File: src/rtl/trap_ctrl.sv
// trap_ctrl: machine-mode trap entry and mret return sequencer.
// Picks the highest-priority exception/interrupt at the decode boundary,
// pulses the CSR strobes for one cycle, then holds a fetch redirect until
// it is accepted. Every output is a register; no input reaches an output
// without passing through the state register.
module trap_ctrl #(
  parameter logic [31:0] MTVEC_BASE = 32'h0000_0100,
  parameter bit          VECTORED   = 1'b0
) (
  input  logic        clk,
  input  logic        rst_n,
  input  logic        instr_valid_i,
  input  logic [31:0] pc_i,
  input  logic        illegal_insn_i,
  input  logic        ebreak_i,
  input  logic        ecall_i,
  input  logic        mret_i,
  input  logic        irq_ext_i,
  input  logic        irq_timer_i,
  input  logic        mie_i,
  input  logic [31:0] epc_i,
  output logic        save_epc_o,
  output logic [31:0] epc_pc_o,
  output logic        mcause_we_o,
  output logic [31:0] mcause_o,
  output logic        restore_mie_o,
  output logic        flush_o,
  output logic        stall_o,
  output logic        redirect_valid_o,
  output logic [31:0] redirect_pc_o,
  input  logic        redirect_ready_i
);

  typedef enum logic [1:0] {
    IDLE     = 2'd0,
    SAVE     = 2'd1,
    REDIRECT = 2'd2
  } state_t;

  state_t      state_r;
  logic        mret_r;
  logic [31:0] target_r;

  logic        event_s;
  logic        is_mret_s;
  logic [31:0] cause_s;
  logic [31:0] target_s;

  // Trap vector for a cause: interrupts may be vectored, exceptions never are.
  function automatic logic [31:0] trap_target(input logic is_irq, input logic [31:0] cause);
    logic [31:0] tgt;
    if (is_irq && VECTORED) begin
      tgt = MTVEC_BASE + {25'd0, cause[4:0], 2'b00};
    end else begin
      tgt = MTVEC_BASE;
    end
    return tgt;
  endfunction

  // Priority decode of the decode-stage event; interrupts are masked by MIE only.
  always_comb begin
    event_s   = 1'b0;
    is_mret_s = 1'b0;
    cause_s   = 32'h0000_0000;
    target_s  = MTVEC_BASE;
    if (instr_valid_i) begin
      if (illegal_insn_i) begin
        event_s  = 1'b1;
        cause_s  = 32'h0000_0002;
        target_s = trap_target(1'b0, 32'h0000_0002);
      end else if (ebreak_i) begin
        event_s  = 1'b1;
        cause_s  = 32'h0000_0003;
        target_s = trap_target(1'b0, 32'h0000_0003);
      end else if (ecall_i) begin
        event_s  = 1'b1;
        cause_s  = 32'h0000_000B;
        target_s = trap_target(1'b0, 32'h0000_000B);
      end else if (mret_i) begin
        event_s   = 1'b1;
        is_mret_s = 1'b1;
      end else if (irq_ext_i && mie_i) begin
        event_s  = 1'b1;
        cause_s  = 32'h8000_000B;
        target_s = trap_target(1'b1, 32'h8000_000B);
      end else if (irq_timer_i && mie_i) begin
        event_s  = 1'b1;
        cause_s  = 32'h8000_0007;
        target_s = trap_target(1'b1, 32'h8000_0007);
      end else begin
        event_s = 1'b0;
      end
    end else begin
      event_s = 1'b0;
    end
  end

  // Sequencer FSM with registered outputs for the next state.
  always_ff @(posedge clk or negedge rst_n) begin
    if (!rst_n) begin
      state_r          <= IDLE;
      mret_r           <= 1'b0;
      target_r         <= 32'h0000_0000;
      save_epc_o       <= 1'b0;
      epc_pc_o         <= 32'h0000_0000;
      mcause_we_o      <= 1'b0;
      mcause_o         <= 32'h0000_0000;
      restore_mie_o    <= 1'b0;
      flush_o          <= 1'b0;
      stall_o          <= 1'b0;
      redirect_valid_o <= 1'b0;
      redirect_pc_o    <= 32'h0000_0000;
    end else begin
      case (state_r)
        IDLE: begin
          if (event_s) begin
            state_r       <= SAVE;
            mret_r        <= is_mret_s;
            target_r      <= target_s;
            save_epc_o    <= ~is_mret_s;
            mcause_we_o   <= ~is_mret_s;
            restore_mie_o <= is_mret_s;
            epc_pc_o      <= is_mret_s ? 32'h0000_0000 : pc_i;
            mcause_o      <= is_mret_s ? 32'h0000_0000 : cause_s;
            flush_o       <= 1'b1;
            stall_o       <= 1'b1;
          end else begin
            state_r <= IDLE;
          end
        end
        SAVE: begin
          state_r          <= REDIRECT;
          save_epc_o       <= 1'b0;
          epc_pc_o         <= 32'h0000_0000;
          mcause_we_o      <= 1'b0;
          mcause_o         <= 32'h0000_0000;
          restore_mie_o    <= 1'b0;
          flush_o          <= 1'b0;
          stall_o          <= 1'b1;
          redirect_valid_o <= 1'b1;
          // mret returns to the mepc value visible while the strobes fire
          target_r         <= mret_r ? epc_i : target_r;
          redirect_pc_o    <= mret_r ? epc_i : target_r;
        end
        REDIRECT: begin
          if (redirect_ready_i) begin
            state_r          <= IDLE;
            stall_o          <= 1'b0;
            redirect_valid_o <= 1'b0;
            redirect_pc_o    <= 32'h0000_0000;
          end else begin
            state_r <= REDIRECT;
          end
        end
        default: begin
          state_r          <= IDLE;
          save_epc_o       <= 1'b0;
          epc_pc_o         <= 32'h0000_0000;
          mcause_we_o      <= 1'b0;
          mcause_o         <= 32'h0000_0000;
          restore_mie_o    <= 1'b0;
          flush_o          <= 1'b0;
          stall_o          <= 1'b0;
          redirect_valid_o <= 1'b0;
          redirect_pc_o    <= 32'h0000_0000;
        end
      endcase
    end
  end

endmodule

File: config.mk
export PLATFORM = sky130hd
export DESIGN_NAME = trap_ctrl
export DESIGN_NICKNAME = d
export VERILOG_FILES = /design/src/rtl/trap_ctrl.sv
export SDC_FILE = /design/constraint.sdc
export NUM_CORES = 1
export LEC_CHECK = 0
export CELL_PAD_IN_SITES_DETAIL_PLACEMENT = 1
export CELL_PAD_IN_SITES_GLOBAL_PLACEMENT = 1
export CORE_UTILIZATION = 36
export CTS_CLUSTER_DIAMETER = 120
export DETAILED_ROUTE_END_ITERATION = 8
export GPL_ROUTABILITY_DRIVEN = 0
export PLACE_DENSITY_LB_ADDON = 0.2
export RECOVER_POWER = 100
export SYNTH_ARGS = -nofsm -noshare
export SYNTH_HDL_FRONTEND = slang
export SYNTH_SLANG_ARGS = --single-unit
File: constraint.sdc
create_clock -name clk -period 2.4 [get_ports clk]
set_input_delay 0.24 -clock clk [delete_from_list [all_inputs] [get_ports clk]]
set_output_delay 0.24 -clock clk [all_outputs]
set_load 0.01 [all_outputs]
==> summary.txt, run 1 <==
Layout
  – # nets final: 592
  – N_diodes: 0
  – Layout area overhead: 40.84%
  – Finished Core Util: 0.5273
  – Layout cell share with drive strength beyond 1: 0.06130
  – Finished Layout Cells: 690
  – FILL cells: 1284

CTS
  – H-tree depth: 3
  – Root buffer cell: clkbuf_16
  – CTS resizes: 0
  – Skew-Pair Late Insertion Delay: 340 ps
  – Reg clk slew, reported paths: 70 ps
  – Total CTS buffers: 9
  – Clock Sinks: 109
  – Clock tree buffer depth: 2
  – Hold-fix buffers, CTS: 1
  – CTS tree: done
  – Setup repair bufs after CTS: 0

Run
  – Max-cap violations: 0

Setup path
  – Crit path largest cell delay: 620 ps
  – Worst Reg-to-Reg Cells: 5
  – Kind of critical path: input port to flip-flop
  – Crit-path slowest cell: dlygate4sd3_1
  – Flop2flop setup slack: 500 ps
  – Crit. Startpoint: ebreak_i
  – Critical R2R Capture: target_r[6]
  – CP Max Fanout: 31
  – WP data required: 2680 ps
  – Critical path endpoint: target_r[6]
  – Worst Setup End Kind: flip-flop
  – CP cell instances: dlygate4sd3_1 > nor4_4 > a21o_4 > inv_4 > nor2_4 > a22o_1
  – Crit path launch type: input port
  – Reg-to-reg startpoint: state_r[0]
  – Critical path arrival: 2360 ps

STA
  – Final setup vio count: 0
  – Final Max Slew Viols: 0
  – Final hold vios: 0
  – Max-slew headroom: 0.3656
  – Hold WS: 470.3 ps
  – RSZ-0062 raised after global routing: no
  – Clock Skews: 9.070 ps
  – Final WS setup: 317.3 ps
  – TNS Setup: 0 ps
  – Worst-margin pin slew: 951.6 ps
  – Fmax: 480.2 MHz
  – Post-layout min period: 2083 ps
  – Fin crit share: 0.8678

Power
  – Max IR drop VDD: 0.3886 mV
  – Pwr/cell area: 908.4 nW/um2
  – Leak Pwr: 2.973 nW

Min path
  – Hold crit path type: input port to flip-flop

Synthesis
  – Ys Warns: 0
  – Count of different cell masters after synthesis: 27
  – FF+latch count, synth: 109
  – Post-synthesis sequential area ratio: 0.5991
  – Avg Inst Size Synth: 12.27 um2
  – Synth Cell Area: 4553 um2
  – Syn Inst Count: 371

Placed design
  – Port bufs: 149
  – HPWL after DPL: 8028 um
  – Placed cell count: 673
  – DP Worst Slack: 20.27 ps

Detailed routing
  – DRT Wirelength: 11540 um
  – DR pass1 iterations: 4
  – Via density: 4.904
  – DRC: 0
  – Routed vias: 3384
  – Iter 0 DRT Violations: 157
  – DRT antenna net count: 0
  – Routed len/inst: 16.73 um

Floorplanning
  – I/O pin count: 177
  – Row count: 40
  – Die Span Y: 114.5 um
  – Die Wd: 114.5 um
  – Core Footprint: 12160 um2
  – Starting Density: 0.3744
  – Die area: 13100 um2

GRT
  – Grt ovf: 0
  – Global-route wire length before repair: 18660 um
  – Largest net degree at the start of global routing: 61
  – Vias in the first global route: 3639
  – Overall Global Routing Usage: 0.1841
  – Initial antenna violation count: 0

Status
  – Status: completed
-- final cells by class --
class	count	area, um2	area share
sequential	109	2729	0.4256
multi-input combinational	234	1556	0.2427
clock buffer	10	229.0	0.03571
timing repair buffer	161	1569	0.2447
tap	168	210.2	0.03278
inverter	2	10.01	0.001561
clock inverter	6	108.9	0.01698
-- routing by layer --
metal  global-route usage  routed length [um]  vias up  part of all wire
li1                     -                   -     1564                 -
met1               0.2453                5271     1686              0.46
met2               0.3006                5475      124              0.47
met3              0.03812                 671       10             0.058
met4              0.05974                 123        0             0.011
met5                    0                   0        -                 0
-- critical path, delay by kind of cell --
kind | cells | cell delay (ps)
simple gates | 2 | 980
buf+inv | 2 | 660
compound gates | 2 | 450
-- power breakdown --
group	switching, mW	leakage [nW]	total (mW)	internal, mW
registers	0.199	1.47	2.38	2.19
clock network	0.661	0.167	1.68	1.02
logic	0.914	1.34	1.76	0.845
-- through the flow --
step	area (um2)	power, mW
detailed placement	6112	4.379
floorplan	4651	3.377
global placement	6112	4.336
finish	6412	5.825
global route	6412	6.149
CTS	6460	6.102
-- state kept, by name, summed over array words and instances, names as in the netlist --
name	count
restore_mie_o	1
mcause_o	5
target_r	32
redirect_pc_o	32
mret_r	1
state_r	2
epc_pc_o	32
mcause_we_o	1
flush_o	1
redirect_valid_o	1
stall_o	1
-- cell families after synthesis --
family	synth area share
AOI/OAI and AO/OA	0.1838
DFF	0.5991
and+or+nand+nor	0.06458
buffers and inverters	0.07914
muxes	0.07255
other	0.0008236
-- Yosys cell counts (all sizes together) --
| library cell | n | area share |
|---|---|---|
| nand3 | 2 | 0.0022 |
| mux2i | 33 | 0.073 |
| a21oi | 6 | 0.0082 |
| conb | 1 | 0.00082 |
| nor2 | 8 | 0.0099 |
| or3b | 1 | 0.0025 |
| nor4 | 1 | 0.0047 |
| and4b | 1 | 0.0022 |
| clkbuf | 10 | 0.0082 |
| and3 | 1 | 0.0014 |
| nand2b | 3 | 0.0041 |
| dfrtp | 109 | 0.60 |
| o21ai | 37 | 0.041 |
| nand2 | 41 | 0.034 |
| buf | 42 | 0.069 |
| nor3 | 1 | 0.0011 |
| nor2b | 2 | 0.0027 |
| o22ai | 1 | 0.0014 |
| a22o | 66 | 0.13 |
| inv | 2 | 0.0022 |
| a21o | 3 | 0.0066 |
-- placed cells by master (no fill, tap or decap), drive strengths merged --
cell type	count
or3b	1
bufinv	3
inv	3
clkdlybuf4s50	72
nor2b	2
a21o	3
nor3	1
o21ai	37
conb	27
and4b	1
and3	1
clkbuf	16
a21oi	6
mux2i	33
buf	6
a22o	66
nand2	41
nor4	1
o22ai	1
dfrtp	109
clkinv	2
nor2	8
nand3	2
nand2b	3
dlygate4sd3	77
-- worst min-delay path by stage --
stage,startpoint,end,slack [ps],depth (start not counted)
finish,pc_i[6],epc_pc_o[6],470,3
CTS,rst_n,epc_pc_o[10],400,2
global route,pc_i[6],epc_pc_o[6],490,3
global placement,rst_n,epc_pc_o[10],210,1
detailed placement,rst_n,epc_pc_o[10],220,1
floorplan,rst_n,epc_pc_o[0],-60,0
No activity file was read; power rests on OpenSTA's default activity.
==> inputs of run 2 (changes only) <==
--- a/config.mk
+++ b/config.mk
@@ -7,6 +7,7 @@
 export LEC_CHECK = 0
 export CELL_PAD_IN_SITES_DETAIL_PLACEMENT = 1
 export CELL_PAD_IN_SITES_GLOBAL_PLACEMENT = 1
+export CORE_ASPECT_RATIO = 0.75
 export CORE_UTILIZATION = 36
 export CTS_CLUSTER_DIAMETER = 120
 export DETAILED_ROUTE_END_ITERATION = 8
==> summary.txt, run 2 (synthesis gave the netlist of run 1 again) <==
Status
  – Status: completed

Floorplanning
  – Core Footprint: 12310 um2
  – Die area: 13110 um2
  – Row count: 35
  – Die Wd: 131.9 um
  – I/O pin count: 177
  – Starting Density: 0.3700
  – Die Span Y: 99.40 um

Min path
  – Hold Crit Endpoint: redirect_pc_o[1]
  – HP Start: redirect_pc_o[1]
  – Depth of the worst hold-timing path: 2
  – Hold crit path type: flip-flop to flip-flop

Detailed routing
  – DRT antenna net count: 0
  – Routed len/inst: 17.39 um
  – Iter 0 DRT Violations: 101
  – DR pass1 iterations: 4
  – DRT Wirelength: 11970 um
  – DRC: 0
  – Via density: 4.983
  – Routed vias: 3428

Setup path
  – WP data required: 2680 ps
  – Worst Setup End Kind: flip-flop
  – Reg-to-reg startpoint: state_r[1]
  – Critical path arrival: 2350 ps
  – Critical R2R Capture: target_r[20]
  – Kind of critical path: input port to flip-flop
  – Crit path largest cell delay: 620 ps
  – Crit-path slowest cell: nor2_4
  – CP delay by family, top: simple AND/OR/NAND/NOR gates
  – CP Max Fanout: 31
  – CP cell instances: clkdlybuf4s50_1 > nor4_4 > a21o_1 > inv_4 > nor2_4 > a22o_1
  – Worst Reg-to-Reg Cells: 5
  – Crit path launch type: input port
  – Flop2flop setup slack: 490 ps
  – CP bufs+invs: 2

STA
  – Fin crit share: 0.8648
  – RSZ-0062 raised after global routing: no
  – Final hold vios: 0
  – TNS Setup: 0 ps
  – Final setup vio count: 0
  – Fmax: 481.8 MHz
  – Post-layout min period: 2075 ps
  – Max-slew headroom: 0.3355
  – Final Max Slew Viols: 0
  – Worst-margin pin slew: 996.7 ps
  – Clock Skews: 6.671 ps

Layout
  – Commonest non-fill, non-tap cell in the layout: dfrtp_1
  – Multi-input gate area: 1560 um2
  – Most frequent cells in the layout: 108 x dfrtp_1, 77 x dlygate4sd3_1, 72 x clkdlybuf4s50_1
  – Finished Layout Cells: 688
  – # nets final: 592
  – Layout cell share with drive strength beyond 1: 0.06513
  – N_diodes: 0
  – Layout area overhead: 40.29%
  – FILL cells: 1298
  – Top Registers: epc_pc_o: 32 flops, redirect_pc_o: 32 flops, target_r: 32 flops
  – FF/Latch Area: 2729 um2

Power
  – Max IR drop VDD: 0.3581 mV
  – Leak Pwr: 2.953 nW
  – Pwr/cell area: 893.5 nW/um2

GRT
  – Overall Global Routing Usage: 0.1968
  – Largest net degree at the start of global routing: 46
  – Initial antenna violation count: 0
  – Global-route wire length before repair: 20090 um
  – Vias in the first global route: 3652
  – Grt ovf: 0

CTS
  – Clock Sinks: 109
  – Root buffer cell: clkbuf_16
  – H-tree depth: 3
  – Reg clk slew, reported paths: 70 ps
  – Setup repair bufs after CTS: 0
  – CTS tree: done
  – Total CTS buffers: 9
  – Clock tree buffer depth: 2
  – Skew-Pair Late Insertion Delay: 340 ps

Placed design
  – Port bufs: 149
  – Placed cell count: 671
  – HPWL after DPL: 8178 um

Run
  – Max-cap violations: 0
==> run 2: cell count changes in the layout (fill, tap and decap cells not counted), sizes merged <==
cell      change
buf           -1
bufinv        -2
clkinvlp      +3
==> run 2: through the flow <==
step | power [mW] | cell area, um2 | hold WS, ps | utilization | worst slack [ps]
floorplan | 3.377 | 4651 | -55.59 | - | 791.1
global placement | 4.371 | 6130 | 259.1 | 0.4981 | 104.0
detailed placement | 4.426 | 6130 | 265.1 | 0.4981 | 10.77
CTS | 5.970 | 6440 | 428.1 | 0.5233 | 378.9
global route | 6.040 | 6387 | 485.5 | 0.5191 | 138.7
finish | 5.707 | 6387 | 481.5 | 0.5191 | 324.5
==> run 2: final cells by class <==
cell class	count	share of cell area
inverter	2	0.001567
clock inverter	7	0.01175
timing repair buffer	161	0.2474
clock buffer	9	0.03526
sequential	109	0.4272
multi-input combinational	234	0.2443
tap	166	0.03252
==> run 2: per-layer routing <==
layer  GRT usage  wire length (um)  vias to the layer above
li1            -                 -                     1567
met1      0.2709              5604                     1737
met2      0.3138              5678                      114
met3     0.04689               584                       10
met4     0.05009                99                        0
met5           0                 0                        -
==> run 2: worst max path at each step <==
stage | start | to | slack [ps] | cells past startpoint
2_1_floorplan | state_r[0] | target_r[0] | 790 | 7
3_3_place_gp | ebreak_i | target_r[9] | 100 | 6
3_5_place_dp | ebreak_i | target_r[23] | 10 | 6
4_1_cts | ebreak_i | target_r[20] | 380 | 6
5_1_grt | rst_n | mret_r | 140 | 3
6_report | ebreak_i | target_r[20] | 320 | 6
==> run 2: timing repair <==
action	CTS	global route
resized for setup	0	0
hold buffers	1	0
endpoints found under the hold margin	39	0
==> run 2: worst register-to-register path: cells and delay by family, from the launching register on <==
family	cells	cell delay, ps
simple gates	2	840
flops	1	470
compound gates	2	470
buf+inv	1	60
==> run 2: power breakdown <==
group          internal (mW)  switching (mW)
logic                  0.855           0.962
clock network          0.814           0.691
registers               2.19           0.199
==> inputs of run 3 (changes only) <==
--- a/config.mk
+++ b/config.mk
@@ -8,7 +8,7 @@
 export CELL_PAD_IN_SITES_DETAIL_PLACEMENT = 1
 export CELL_PAD_IN_SITES_GLOBAL_PLACEMENT = 1
 export CORE_ASPECT_RATIO = 0.75
-export CORE_UTILIZATION = 36
+export CORE_UTILIZATION = 30
 export CTS_CLUSTER_DIAMETER = 120
 export DETAILED_ROUTE_END_ITERATION = 8
 export GPL_ROUTABILITY_DRIVEN = 0
==> constraint.sdc (replaced) <==
create_clock -name clk -period 1.73 [get_ports clk]
set_input_delay 0.173 -clock clk [delete_from_list [all_inputs] [get_ports clk]]
set_output_delay 0.173 -clock clk [all_outputs]
set_load 0.01 [all_outputs]
==> summary.txt, run 3 (synthesis gave the netlist of run 1 again) <==
Placed design
  – Port bufs: 149
  – HPWL after DPL: 8678 um
  – DP Worst Slack: -462.0 ps
  – Placed cell count: 719

Floorplanning
  – Starting Density: 0.3109
  – I/O pin count: 177
  – Die Wd: 144.3 um
  – Core Footprint: 14640 um2
  – Row count: 38
  – Die Span Y: 108.7 um
  – Die area: 15680 um2

STA
  – Final hold vios: 0
  – Post-layout min period: 1611 ps
  – Fin crit share: 0.9311
  – Final WS setup: 119.2 ps
  – Worst-margin pin slew: 670.7 ps
  – Max-slew headroom: 0.5528
  – Fmax: 620.8 MHz
  – Hold WS: 358.7 ps
  – Clock Skews: 13.16 ps
  – Final Max Slew Viols: 0
  – RSZ-0062 raised after global routing: no
  – Final setup vio count: 0

Layout
  – FILL cells: 1610
  – # nets final: 607
  – Finished Core Util: 0.4480
  – Commonest non-fill, non-tap cell in the layout: dfrtp_1
  – N_diodes: 0
  – Top Registers: epc_pc_o: 32 flops, redirect_pc_o: 32 flops, target_r: 32 flops
  – Finished Layout Cells: 737
  – Most frequent cells in the layout: 108 x dfrtp_1, 76 x dlygate4sd3_1, 73 x clkdlybuf4s50_1
  – Layout area overhead: 44.08%
  – Layout cell share with drive strength beyond 1: 0.09683

Run
  – Max-cap violations: 0

Detailed routing
  – Routed vias: 3419
  – DRT Wirelength: 12510 um
  – Routed len/inst: 16.97 um
  – DRT antenna net count: 0
  – DR pass1 iterations: 4
  – Iter 0 DRT Violations: 89
  – Via density: 4.639
  – DRC: 0

CTS
  – Total CTS buffers: 9
  – Reg clk slew, reported paths: 80 ps
  – Clock tree buffer depth: 2
  – Root buffer cell: clkbuf_16
  – CTS tree: done
  – H-tree depth: 3
  – Skew-Pair Late Insertion Delay: 340 ps
  – Clock Sinks: 109

Status
  – Status: completed

Power
  – Leak Pwr: 3.034 nW
  – Sw frac: 0.3288
  – Max IR drop VDD: 0.4647 mV
  – Sequential share of power: 0.418
  – Int Power: 5.319 mW
  – Clock power frac: 0.248
  – Pwr/cell area: 1208 nW/um2
  – Combinational group share of total power: 0.334
  – Switch Pwr: 2.606 mW

Setup path
  – WP data required: 2000 ps
  – Worst Setup End Kind: flip-flop
  – Flop2flop setup slack: 120 ps
  – Crit path launch type: flip-flop
  – Kind of critical path: flip-flop to flip-flop
  – CP Max Fanout: 34
  – Critical path arrival: 1880 ps

GRT
  – Largest net degree at the start of global routing: 63
  – Overall Global Routing Usage: 0.1679
  – Vias in the first global route: 3604
  – Grt ovf: 0
  – Initial antenna violation count: 0
  – Global-route wire length before repair: 20040 um

Min path
  – Hold crit path type: input port to asynchronous set/reset pin
run 3: layer usage:
metal  vias to the layer above  wire, um  GRT usage
met2                        80      5988     0.2726
met4                         0        62    0.03985
li1                       1602         -          -
met1                      1731      5954     0.2307
met5                         -         0          0
met3                         6       505    0.03382
run 3: timing repair:
item	4_1_cts	5_1_grt
resized for setup	2	2
setup buffers	0	0
setup endpoints to repair	31	3
pin swaps	1	1
hold buffers	1	0
cloned	1	0
hold endpoints to repair	21	0
run 3: power by group through the flow:
| stage | logic [mW] | clock network [mW] | registers (mW) |
|---|---|---|---|
| final | 2.65 | 1.97 | 3.31 |
| after global routing | 2.88 | 2.16 | 3.38 |
| after CTS | 2.90 | 2.04 | 3.34 |
| after detailed placement | 2.86 | 0 | 3.38 |
| after global placement | 2.82 | 0 | 3.36 |
| after floorplan | 1.16 | 0 | 3.53 |
run 3: final cells by class:
cell class | instances | area, um2 | share of cell area
inverter | 2 | 10.01 | 0.001526
tap | 200 | 250.2 | 0.03815
timing repair buffer | 175 | 1710 | 0.2607
clock inverter | 7 | 55.05 | 0.008392
multi-input combinational | 235 | 1580 | 0.2409
clock buffer | 9 | 225.2 | 0.03433
sequential | 109 | 2729 | 0.4160
run 3: worst paths after layout:
path	startpoint	end	cells past startpoint
worst max-delay path	state_r[1]	epc_pc_o[29]	5
worst min-delay path	rst_n	redirect_pc_o[11]	2
worst max register to register	state_r[1]	epc_pc_o[29]	5
worst min register to register	redirect_pc_o[17]	redirect_pc_o[17]	2
max in group asynchronous	rst_n	redirect_pc_o[31]	3
min in group clk	pc_i[6]	epc_pc_o[6]	3
run 3: worst max-delay path, stage by stage (launching register included):
cell and delay [ps]:
dfrtp_1 460, or3b_4 400, buf_4 150, a21oi_2 150
buf_12 220, a22o_1 160
run 3: through the flow:
| stage | area [um2] | TNS, ps | total power [mW] |
|---|---|---|---|
| floorplan | 4651 | 0 | 4.685 |
| global placement | 6290 | -14430 | 6.173 |
| detailed placement | 6290 | -16900 | 6.235 |
| CTS | 6595 | 0 | 8.276 |
| global route | 6560 | 0 | 8.420 |
| finish | 6560 | 0 | 7.925 |
